`config.mk`:
```
export PLATFORM = sky130hd
export DESIGN_NAME = mem_access_unit
export DESIGN_NICKNAME = d
export VERILOG_FILES = /design/src/rtl/mem_access_unit.sv
export SDC_FILE = /design/constraint.sdc
export NUM_CORES = 1
export LEC_CHECK = 0
export ABC_AREA = 1
export CORE_UTILIZATION = 25
export DETAILED_ROUTE_END_ITERATION = 6
export GPL_TIMING_DRIVEN = 0
export PLACE_DENSITY = 0.47
export SLEW_MARGIN = 30
export SYNTH_ARGS = -nofsm -noshare
export SYNTH_HDL_FRONTEND = slang
export SYNTH_SLANG_ARGS = --single-unit
```
`constraint.sdc`:
```
create_clock -name clk -period 8.7 [get_ports clk]
set_input_delay 1.74 -clock clk [delete_from_list [all_inputs] [get_ports clk]]
set_output_delay 1.74 -clock clk [all_outputs]
set_load 0.01 [all_outputs]
```
`src/rtl/mem_access_unit.sv`:
```
// mem_access_unit: single-request load/store responder for a word-wide synchronous data RAM
module mem_access_unit #(
  parameter int ADDR_WIDTH = 11
) (
  input  logic                  clk,
  input  logic                  rst,
  input  logic                  cpu_req,
  input  logic                  cpu_we,
  input  logic [31:0]           cpu_addr,
  input  logic [31:0]           cpu_wdata,
  input  logic [1:0]            cpu_size,
  input  logic                  cpu_bit_ext,
  output logic [31:0]           cpu_rdata,
  output logic                  cpu_ack,
  output logic                  cpu_err,
  output logic                  busy,
  output logic                  ram_en,
  output logic                  ram_we,
  output logic [ADDR_WIDTH-1:0] ram_addr,
  output logic [31:0]           ram_wdata,
  input  logic [31:0]           ram_rdata
);
  typedef enum logic [2:0] {IDLE, RD_REQ, RD_WAIT, WR, ACK} state_t;
  localparam logic [1:0] SZ_WORD = 2'b00;
  localparam logic [1:0] SZ_HALF = 2'b01;
  localparam logic [1:0] SZ_BYTE = 2'b10;
  state_t      state;
  logic        r_we;
  logic        r_ext;
  logic [1:0]  r_size;
  logic [1:0]  r_off;
  logic [31:0] r_wdata;
  logic        req_err;
  logic        sub_word;
  logic [4:0]  sh;
  logic [7:0]  b_lane;
  logic [15:0] h_lane;
  logic [31:0] load_val;
  logic [31:0] lane_mask;
  logic [31:0] merge_val;
  logic        unused_addr;

  assign unused_addr = ^cpu_addr[31:ADDR_WIDTH+2];

  // request legality plus the lane extract (loads) and lane merge (sub-word stores) from the latched request
  always_comb begin
    req_err   = cpu_size == 2'b11 || (cpu_size == SZ_HALF && cpu_addr[0]) || (cpu_size == SZ_WORD && cpu_addr[1:0] != 2'b00);
    sub_word  = cpu_size != SZ_WORD;
    sh        = {r_off, 3'b000};
    b_lane    = 8'(ram_rdata >> sh);
    h_lane    = r_off[1] ? ram_rdata[31:16] : ram_rdata[15:0];
    load_val  = r_size == SZ_BYTE ? (r_ext ? {24'h0, b_lane} : {{24{b_lane[7]}}, b_lane})
              : r_size == SZ_HALF ? (r_ext ? {16'h0, h_lane} : {{16{h_lane[15]}}, h_lane})
              : ram_rdata;
    lane_mask = (r_size == SZ_BYTE ? 32'h0000_00FF : 32'h0000_FFFF) << sh;
    merge_val = (ram_rdata & ~lane_mask) | ((r_wdata << sh) & lane_mask);
  end

  // sequence one request through the RAM; every output is a register so reset clears them at once
  always_ff @(posedge clk or posedge rst) begin
    if (rst) begin
      state     <= IDLE;
      r_we      <= 1'b0;
      r_ext     <= 1'b0;
      r_size    <= SZ_WORD;
      r_off     <= 2'b00;
      r_wdata   <= '0;
      cpu_rdata <= '0;
      cpu_ack   <= 1'b0;
      cpu_err   <= 1'b0;
      busy      <= 1'b0;
      ram_en    <= 1'b0;
      ram_we    <= 1'b0;
      ram_addr  <= '0;
      ram_wdata <= '0;
    end else begin
      case (state)
        IDLE: if (cpu_req) begin
          r_we     <= cpu_we;
          r_ext    <= cpu_bit_ext;
          r_size   <= cpu_size;
          r_off    <= cpu_addr[1:0];
          r_wdata  <= cpu_wdata;
          ram_addr <= cpu_addr[ADDR_WIDTH+1:2];
          busy     <= 1'b1;
          if (req_err) begin
            state     <= ACK;
            cpu_ack   <= 1'b1;
            cpu_err   <= 1'b1;
            cpu_rdata <= '0;
          end else if (cpu_we && !sub_word) begin
            state     <= WR;
            ram_en    <= 1'b1;
            ram_we    <= 1'b1;
            ram_wdata <= cpu_wdata;
          end else begin
            state  <= RD_REQ;
            ram_en <= 1'b1;
            ram_we <= 1'b0;
          end
        end
        RD_REQ: begin
          state  <= RD_WAIT;
          ram_en <= 1'b0;
        end
        RD_WAIT: if (r_we) begin
          state     <= WR;
          ram_en    <= 1'b1;
          ram_we    <= 1'b1;
          ram_wdata <= merge_val;
        end else begin
          state     <= ACK;
          cpu_ack   <= 1'b1;
          cpu_rdata <= load_val;
        end
        WR: begin
          state     <= ACK;
          ram_en    <= 1'b0;
          ram_we    <= 1'b0;
          cpu_ack   <= 1'b1;
          cpu_rdata <= '0;
        end
        ACK: begin
          state     <= IDLE;
          cpu_ack   <= 1'b0;
          cpu_err   <= 1'b0;
          busy      <= 1'b0;
          cpu_rdata <= '0;
        end
        default: state <= IDLE;
      endcase
    end
  end
endmodule

```
==> flow_summary_export.csv <==
group,metric,value,unit
timing,rsz0062_at_grt,"false",
timing,fin_crit_sh,0.356,
routing,drc_errors,0,
synth,synth_nets,986,
power_and_ir_drop,p_per_area,347,nW/µm²
placed_design,gp_congestion,0.857,
clock_tree,cts_buffers,17,
worst_setup_path,worst_ep_required_time,9.01,ns
global_route,grt_overflow,0,
clock_tree,htree_levels,4,
worst_setup_path,crit_type,"primary input to register",
synth,synth_area,6370,µm²
global_route,track_usage,0.185,
synth,syn_avg_cell_area,7.21,µm²
cells_and_area,antenna-diode-count,0,
worst_hold_path,min_to,"ram_wdata[14]$_DFFE_PP0P_",
die,core_area,25100,µm²
cells_and_area,area_delta_synth_final,41.5,%
cells_and_area,layout_common_cells,"nand2_1 (360), clkdlybuf4s50_1 (163), dfrtp_1 (113)",
cells_and_area,utilization,0.359,
global_route,antenna_found_initial,1,
worst_setup_path,worstPathMaxFanout,10,
timing,setup_viol,0,
timing,tightest_slew,0.558,ns
cells_and_area,drive_above_1_share,0.100,
die,die_w,162,µm
placed_design,dpl_cell_area,8450,µm²
worst_hold_path,min_path_cells,2,
timing,slew_viol_final,0,
die,die_h,162,µm
die,start_util,0.254,
clock_tree,root_buffer,"clkbuf_16",
timing,max_slew_margin,0.628,
synth,yosysUniqueCellTypes,31,
clock_tree,insertion_delay,0.43,ns
worst_setup_path,critPathCaptureType,"register",
outcome,status,"completed",
die,num_io_pins,183,
clock_tree,max-clock-path-buffers,2,
clock_tree,clkTransAtPathRegs,0.06,ns
timing,max_freq,323,MHz
synth,ys_warn_count,0,
worst_setup_path,start_kind,"primary input",
routing,wirelength,23200,µm
synth,ys_seq_area_frac,0.444,
worst_setup_path,crit_arrival,3.41,ns
routing,drtPass1Iterations,5,
power_and_ir_drop,finalPower,3130,µW
global_route,grt_pass1_vias,6407,
cells_and_area,nNetsFinal,1169,
clock_tree,cts_resized,0,
synth,synthCells,883,
clock_tree,cts_tree,"yes",
cells_and_area,layout_commonest_cell,"nand2_1",
placed_design,dpl.hpwl,18000,µm
placed_design,io_buffers,163,
timing,clock_skew,0.00721,ns
flow_run,maxCapViolCount,0,
global_route,use_met1,0.251,
routing,viasPerCell,4.46,
routing,initialDrtViolationCount,332,
routing,wl_per_cell,16.5,µm
routing,ant_nets,0,
synth,synth-seq-cells,113,
global_route,grt_max_degree,58,
worst_hold_path,hp-start,"ram_wdata[14]$_DFFE_PP0P_",
cells_and_area,fillers,2722,
clock_tree,cts_setup_buffers,0,
global_route,grt_use_met3,0.0452,
global_route,grt_pass1_wl,36600,µm
timing,tns,0,ns
global_route,use_met2,0.297,
global_route,grt_most_used_layer,"met2",
worst_setup_path,reg2reg_depth,8,
worst_setup_path,timing.rr.end,"cpu_rdata[0]$_DFFE_PP0P_",
clock_tree,cts_sinks,113,
die,fp-row-count,58,
die,dieArea,26100,µm²
power_and_ir_drop,ir_worst_vdd,0.000154,V
timing,hold_viol,0,
worst_setup_path,rr_startpoint,"state[0]$_DFFE_PP0N_",
cells_and_area,stdcell_area,9010,µm²
worst_hold_path,hp-class,"register to register",
worst_setup_path,rrSetupSlack,6.92,ns
routing,via_count,6279,
clock_tree,cts_hold_buffers,0,
power_and_ir_drop,p_leak,0.00450,µW
timing,fin_crit,3.10,ns
## cells in the mapped netlist
master / instances / area (µm²)
nand2_1: 360 / 1350
nand4_2: 2 / 25.0
buf_4: 6 / 45.0
a21oi_2: 1 / 8.76
dfrtp_1: 113 / 2830
nor2_2: 1 / 6.26
nand3_4: 1 / 17.5
nor3_1: 1 / 5.00
o21ba_2: 1 / 10.0
o211ai_1: 7 / 52.6
nand3_1: 82 / 410
o21ai_0: 60 / 300
inv_4: 1 / 6.26
nand2_4: 2 / 22.5
a21oi_1: 44 / 220
nand2_2: 7 / 43.8
nor2_8: 1 / 20.0
inv_2: 4 / 15.0
buf_1: 3 / 11.3
nand3_2: 1 / 10.0
mux2_1: 8 / 90.1
clkbuf_1: 8 / 30.0
a21oi_4: 1 / 16.3
inv_1: 71 / 267
mux2_2: 10 / 113
nor2_4: 3 / 33.8
o21ai_1: 5 / 25.0
buf_2: 25 / 125
o21a_1: 1 / 7.51
nor2_1: 46 / 173
buf_6: 7 / 78.8
## layout make-up
type,instances,area [µm²],share of cell area
Buffer,49,290,0.0322
Sequential cell,113,2830,0.314
Multi-Input combinational cell,645,2960,0.329
Timing Repair Buffer,164,1660,0.184
Tap cell,330,413,0.0458
Clock inverter,15,138,0.0153
Clock buffer,17,425,0.0472
Inverter,76,295,0.0328
## cells by family after synthesis
| family | Yosys count | share of synthesized area |
|---|---|---|
| DFF | 113 | 0.444 |
| and+or+nand+nor | 507 | 0.333 |
| AOI/OAI and AO/OA | 120 | 0.101 |
| muxes | 18 | 0.0318 |
| buffers and inverters | 125 | 0.0908 |
## per-layer routing
layer / up-vias / wire length (µm)
li1: 3160 / -
met1: 2916 / 11100
met2: 185 / 10500
met3: 16 / 1390
met4: 2 / 189
met5: - / 13
## sequential cells by signal, indices dropped and copies added (netlist names), 2 cells and up
name       cells
ram_wdata     32
r_off          2
ram_addr      11
r_wdata       24
state          3
r_size         2
cpu_rdata     32
## stage by stage
| stage | instances | hold slack, ns | worst slack (ns) |
|---|---|---|---|
| after floorplan | 883 | 0.478 | 3.97 |
| after global placement | 1376 | 0.457 | 1.88 |
| after detailed placement | 1377 | 0.461 | 5.14 |
| after CTS | 1409 | 0.477 | 5.59 |
| after global routing | 1409 | 0.492 | 5.39 |
| final | 1409 | 0.474 | 5.60 |
## how the worst max path moves through the flow
stage                                end  cells past startpoint        start
6_report        cpu_rdata[0]$_DFFE_PP0P_                      9  cpu_addr[1]
5_1_grt        cpu_rdata[30]$_DFFE_PP0P_                      9  cpu_addr[1]
4_1_cts         cpu_rdata[0]$_DFFE_PP0P_                      9  cpu_addr[1]
3_5_place_dp   cpu_rdata[11]$_DFFE_PP0P_                      9  cpu_addr[1]
3_3_place_gp   ram_wdata[12]$_DFFE_PP0P_                      2          rst
2_1_floorplan           busy$_DFFE_PP0P_                      1          rst
## worst max-delay path, stage by stage
cell and delay, ns:
clkdlybuf4s50_1 0.45, inv_1 0.06, o21ai_0 0.26, nand2_1 0.09
nand2_1 0.10, nand4_2 0.26, buf_2 0.32, nand2_1 0.09
nand2_1 0.05
## report_power, final
part	leakage, µW	internal, µW	switching, µW
clock network	0.000270	394	288
registers	0.00141	735	129
logic	0.00282	649	931
total	0.00450	1780	1350
(Power assumes the default switching activity.)
==> RTL edit 1: new RTL, config.mk and constraints unchanged <==
The parameter `ADDR_WIDTH` goes from 11 to 12.
--- a/src/rtl/mem_access_unit.sv
+++ b/src/rtl/mem_access_unit.sv
@@ -1,6 +1,6 @@
 // mem_access_unit: single-request load/store responder for a word-wide synchronous data RAM
 module mem_access_unit #(
-  parameter int ADDR_WIDTH = 11
+  parameter int ADDR_WIDTH = 12
 ) (
   input  logic                  clk,
   input  logic                  rst,
Ports: changed (resized ram_addr); port bits go from 183 to 184. The function was not compared with the original's and may differ.
==> RTL edit 1 against the unedited design <==
Area after synthesis fell by 1.2%. Cell count fell by 1.4%. Setup slack got worse by 0.025 ns. Via count rose by 0.21%. Total power rose by 2.8%. Sequential cell count rose by 1. Global-route usage rose by 0.74 points. Final area fell by 0.53%. Routed wire length rose by 4.0%. Largest cell class unchanged. Largest power group unchanged.
==> RTL edit 1: results (changes against the unedited design) <==
metric	value	unit	change
CLK BUF	19		+2
post-synthesis mux area share	3.758	%	+0.57 points
switching portion of total power	42.48	%	-0.63 points
fraction of standard cell area that is sequential	31.83	%	+0.45 points
M2 GR Usage	29.34	%	-0.34 points
multi-input gates	627		-2.8%
Clock Skew	0.01099	ns	+0.003778 ns
Data buffer area share	21.71	%	+0.073 points
crit-path max cell delay	0.56	ns	+0.11 ns
Buffers, non-clock	215		+0.94%
most frequent cells after synthesis	nand2_1, dfrtp_1, nand3_1		
P_leak	4.404	nW	-2.1%
metal2 WL	10520	µm	about the same
Rel. slew slack	62.93	%	+0.15 points
run status	finished, final reports clean		
worst vdd ir	138.9	µV	-9.8%
syn nets	970		-1.6%
number of non-clock inverters	77		+1.3%
CP arrival	1.38	ns	-2.03 ns
synthesized instance count	867		-1.8%
Clock Sinks	114		+0.88%
GRT Util Overall	19.24	%	+0.74 points
Clock buf/inv share	6.450	%	+0.20 points
gpl congestion	0.9261		+8.1%
vias in the first global route	6331		-1.2%
pin count of the biggest net entering global routing	68		+17%
cell total after placement	1357		-1.5%
met3 routed WL	1425	µm	+2.7%
DRT iter0 DRCs	500		+51%
Synth cell types	27		-13%
number of vias per cell	4.530		+1.6%
DRT Wirelength	24140	µm	+4.0%
initial antenna violation count	0		-1
pre-CTS setup slack	5.258	ns	+0.1137 ns
Seq. pwr	906	µW	+4.7%
combinational share of power	50.3	%	-0.2 points
Synth Area in Compound Gates	10.40	%	+0.34 points
## RTL edit 1: changes by cell type in the layout (fill, tap and decap cells not counted), moves of 5 or more
cell / delta
a21oi_1: -9
mux2_1: -6
o22ai_1: +8
mux2_2: +9
nand2_1: -33
o21ai_1: +5
nor2_1: +7
## RTL edit 1: path summary, 6_finish.rpt
path                                    from  slack [ns]             to  depth (start not counted)
max in group asynchronous                rst        6.27  ram_wdata[24]                          3
worst max register to register     r_size[0]        6.83  ram_wdata[14]                         10
worst max-delay path            ram_wdata[6]        5.58   ram_wdata[6]                          1
min in group asynchronous                rst        1.77    ram_addr[2]                          2
worst min register to register  cpu_rdata[6]        0.48   cpu_rdata[6]                          2
worst min-delay path            cpu_rdata[6]        0.48   cpu_rdata[6]                          2
## RTL edit 1: through the flow
step           cell area, µm²  power [mW]
6_report                 8962       3.214
5_1_grt                  8962       3.460
4_1_cts                  8962       3.242
3_5_place_dp             8384       2.529
3_3_place_gp             8349       2.523
2_1_floorplan            6292       1.828
==> RTL edit 2: new RTL, same flow settings <==
Made on the original files. Reset style: synchronous (`rst`), changed in one clocked block.
--- a/src/rtl/mem_access_unit.sv
+++ b/src/rtl/mem_access_unit.sv
@@ -57,7 +57,7 @@
   end
 
   // sequence one request through the RAM; every output is a register so reset clears them at once
-  always_ff @(posedge clk or posedge rst) begin
+  always_ff @(posedge clk) begin
     if (rst) begin
       state     <= IDLE;
       r_we      <= 1'b0;
Behaviour: differs if rst is asserted again (counterexample within 4 cycles, from zero or initial values and one cycle with rst high); with rst held inactive, the same outputs for 4 cycles.
==> RTL edit 2 against the unedited design <==
Critical path depth unchanged. Utilization is 0.49 points lower. Area after synthesis fell by 6.3%. Via count is 7.9% higher. Setup slack worse by 0.25 ns. Sequential cell count down 6. Cell count is 5.7% higher. Routed wire length is 4.9% higher. Final area shrank 7.8%. Die area fell by 6.2%. Global-route usage grew 1.8 points.
Power is not compared: it rests on default switching activity, and its combinational part moved more than twofold at a synthesized area within 25%.
==> RTL edit 2: results (changes against the unedited design) <==
metric	value	unit	change
detailed placement HPWL	19420	µm	+7.9%
gpl congestion	0.8984		+4.9%
fin cells	1490		+5.7%
DRT Wirelength	24340	µm	+4.9%
cell total after placement	1473		+7.0%
CP arrival	3.61	ns	+0.20 ns
worst setup path endpoint	ram_wdata[29]		
Post-CTS Repair Setup Buffers	0		unchanged
share of cells above drive strength 1	4.957	%	-5.1 points
synthesized instance count	993		+12%
post-place instance area	7979	µm²	-5.5%
critical register-to-register path startpoint	r_size[0]		
met1 usage	27.14	%	+2.0 points
number of vias per cell	4.546		+2.0%
number of buffers created by CTS	9		-8
Clock Skew	0.01313	ns	+0.005920 ns
worst vdd ir	101.5	µV	
run status	finished, final reports clean		
fin crit share	38.49	%	+2.9 points
ys flop type	dfxtp_1		
Max Slew Vio Count	0		unchanged
GRT Util Overall	20.26	%	+1.8 points
DRT Pass-1 Iters	5		unchanged
Adder-Cell Fraction of Synth Area	0	%	unchanged
ys async rst share	0	%	-100 points
met1 WL	11630	µm	+4.7%
maximum buffer depth of the clock tree	2		unchanged
metal2 WL	10910	µm	+3.8%
crit-path max cell delay	0.50	ns	+0.05 ns
pin count of the biggest net entering global routing	19		-67%
clk_lat worst skew	0.36	ns	-0.07 ns
most frequent cells after synthesis	nand2_1, nand3_1, dfxtp_1		
largest cells by area after synthesis	dfxtp_1, nand2_1, nand3_1		
Reg2Reg Setup Slack	6.61	ns	-0.31 ns
Reg clk slew, reported paths	0.08	ns	+0.02 ns
vias in the first global route	6562		+2.4%
I/O Buffers	161		-1.2%
biggest regs	cpu_rdata: 32 flops, ram_wdata: 32 flops, r_wdata: 18 flops		
H-tree depth	3		-1
M2 GR Usage	32.76	%	+3.1 points
sequential share of the synthesized area	35.89	%	-8.5 points
CP Launch Point	cpu_size[0]		
Layout fillers	2628		-3.5%
M3 GR Usage	4.542	%	+0.022 points
DRT iter0 DRCs	389		+17%
post-CTS sizing	0		unchanged
Max Used Layer	met4		
Pint	966.8	µW	
Synth Area in Compound Gates	13.86	%	+3.8 points
met3 routed WL	1425	µm	+2.7%
syn nets	1096		+11%
first-pass GRT wire length	37390	µm	+2.3%
pre-CTS setup slack	4.984	ns	-0.1601 ns
R2R Path End	cpu_rdata[27]		
nets	1268		+8.5%
initial antenna violation count	0		-1
Rel. slew slack	54.56	%	-8.2 points
Synth cell types	27		-13%
post-synthesis mux area share	0	%	-3.2 points
R2R depth	9		+1
==> RTL edit 2: cell count changes after synthesis, sizes merged, moves of 13 or more <==
cell    unedited run  this run
mux2              18         0
nand3             84       110
dfrtp            113         0
buf               41        28
nand2            369       346
a21oi             46        79
nor2              51        98
inv               76        96
dfxtp              0       107
clkbuf             8        37
==> RTL edit 2: power groups by stage <==
stage	logic (mW)	clock network (mW)	registers, mW
floorplan	0.256	0	0.577
global placement	0.461	0	0.568
detailed placement	0.461	0	0.568
CTS	0.463	0.476	0.557
global route	0.519	0.496	0.563
finish	0.463	0.466	0.557
==> RTL edit 2: worst min-delay path: cells and delay by family (launching register included) <==
kind,cells,cell delay [ns]
AO/OA/AOI/OAI,1,0.05
flip-flops,1,0.31
AND/OR/NAND/NOR,1,0.06
==> RTL edit 2: how the worst min path moves through the flow <==
stage	slack (ns)	startpoint	to
after floorplan	0.42	r_wdata[22]	r_wdata[22]
after global placement	0.44	r_wdata[22]	r_wdata[22]
after detailed placement	0.44	r_wdata[22]	r_wdata[22]
after CTS	0.46	r_wdata[22]	r_wdata[22]
after global routing	0.48	r_wdata[22]	r_wdata[22]
final	0.47	cpu_rdata[31]	cpu_rdata[31]
==> RTL edit 2: layout make-up <==
| type | instances | area (µm²) | area share (%) |
|---|---|---|---|
| Sequential cell | 107 | 2142 | 25.79 |
| Buffer | 65 | 287.8 | 3.464 |
| Inverter | 99 | 374.1 | 4.504 |
| Clock buffer | 9 | 225.2 | 2.711 |
| Clock inverter | 7 | 100.1 | 1.205 |
| Timing Repair Buffer | 161 | 1612 | 19.40 |
| Multi-Input combinational cell | 722 | 3164 | 38.09 |
| Antenna cell | 1 | 2.502 | 0.03013 |
| Tap cell | 319 | 399.1 | 4.805 |
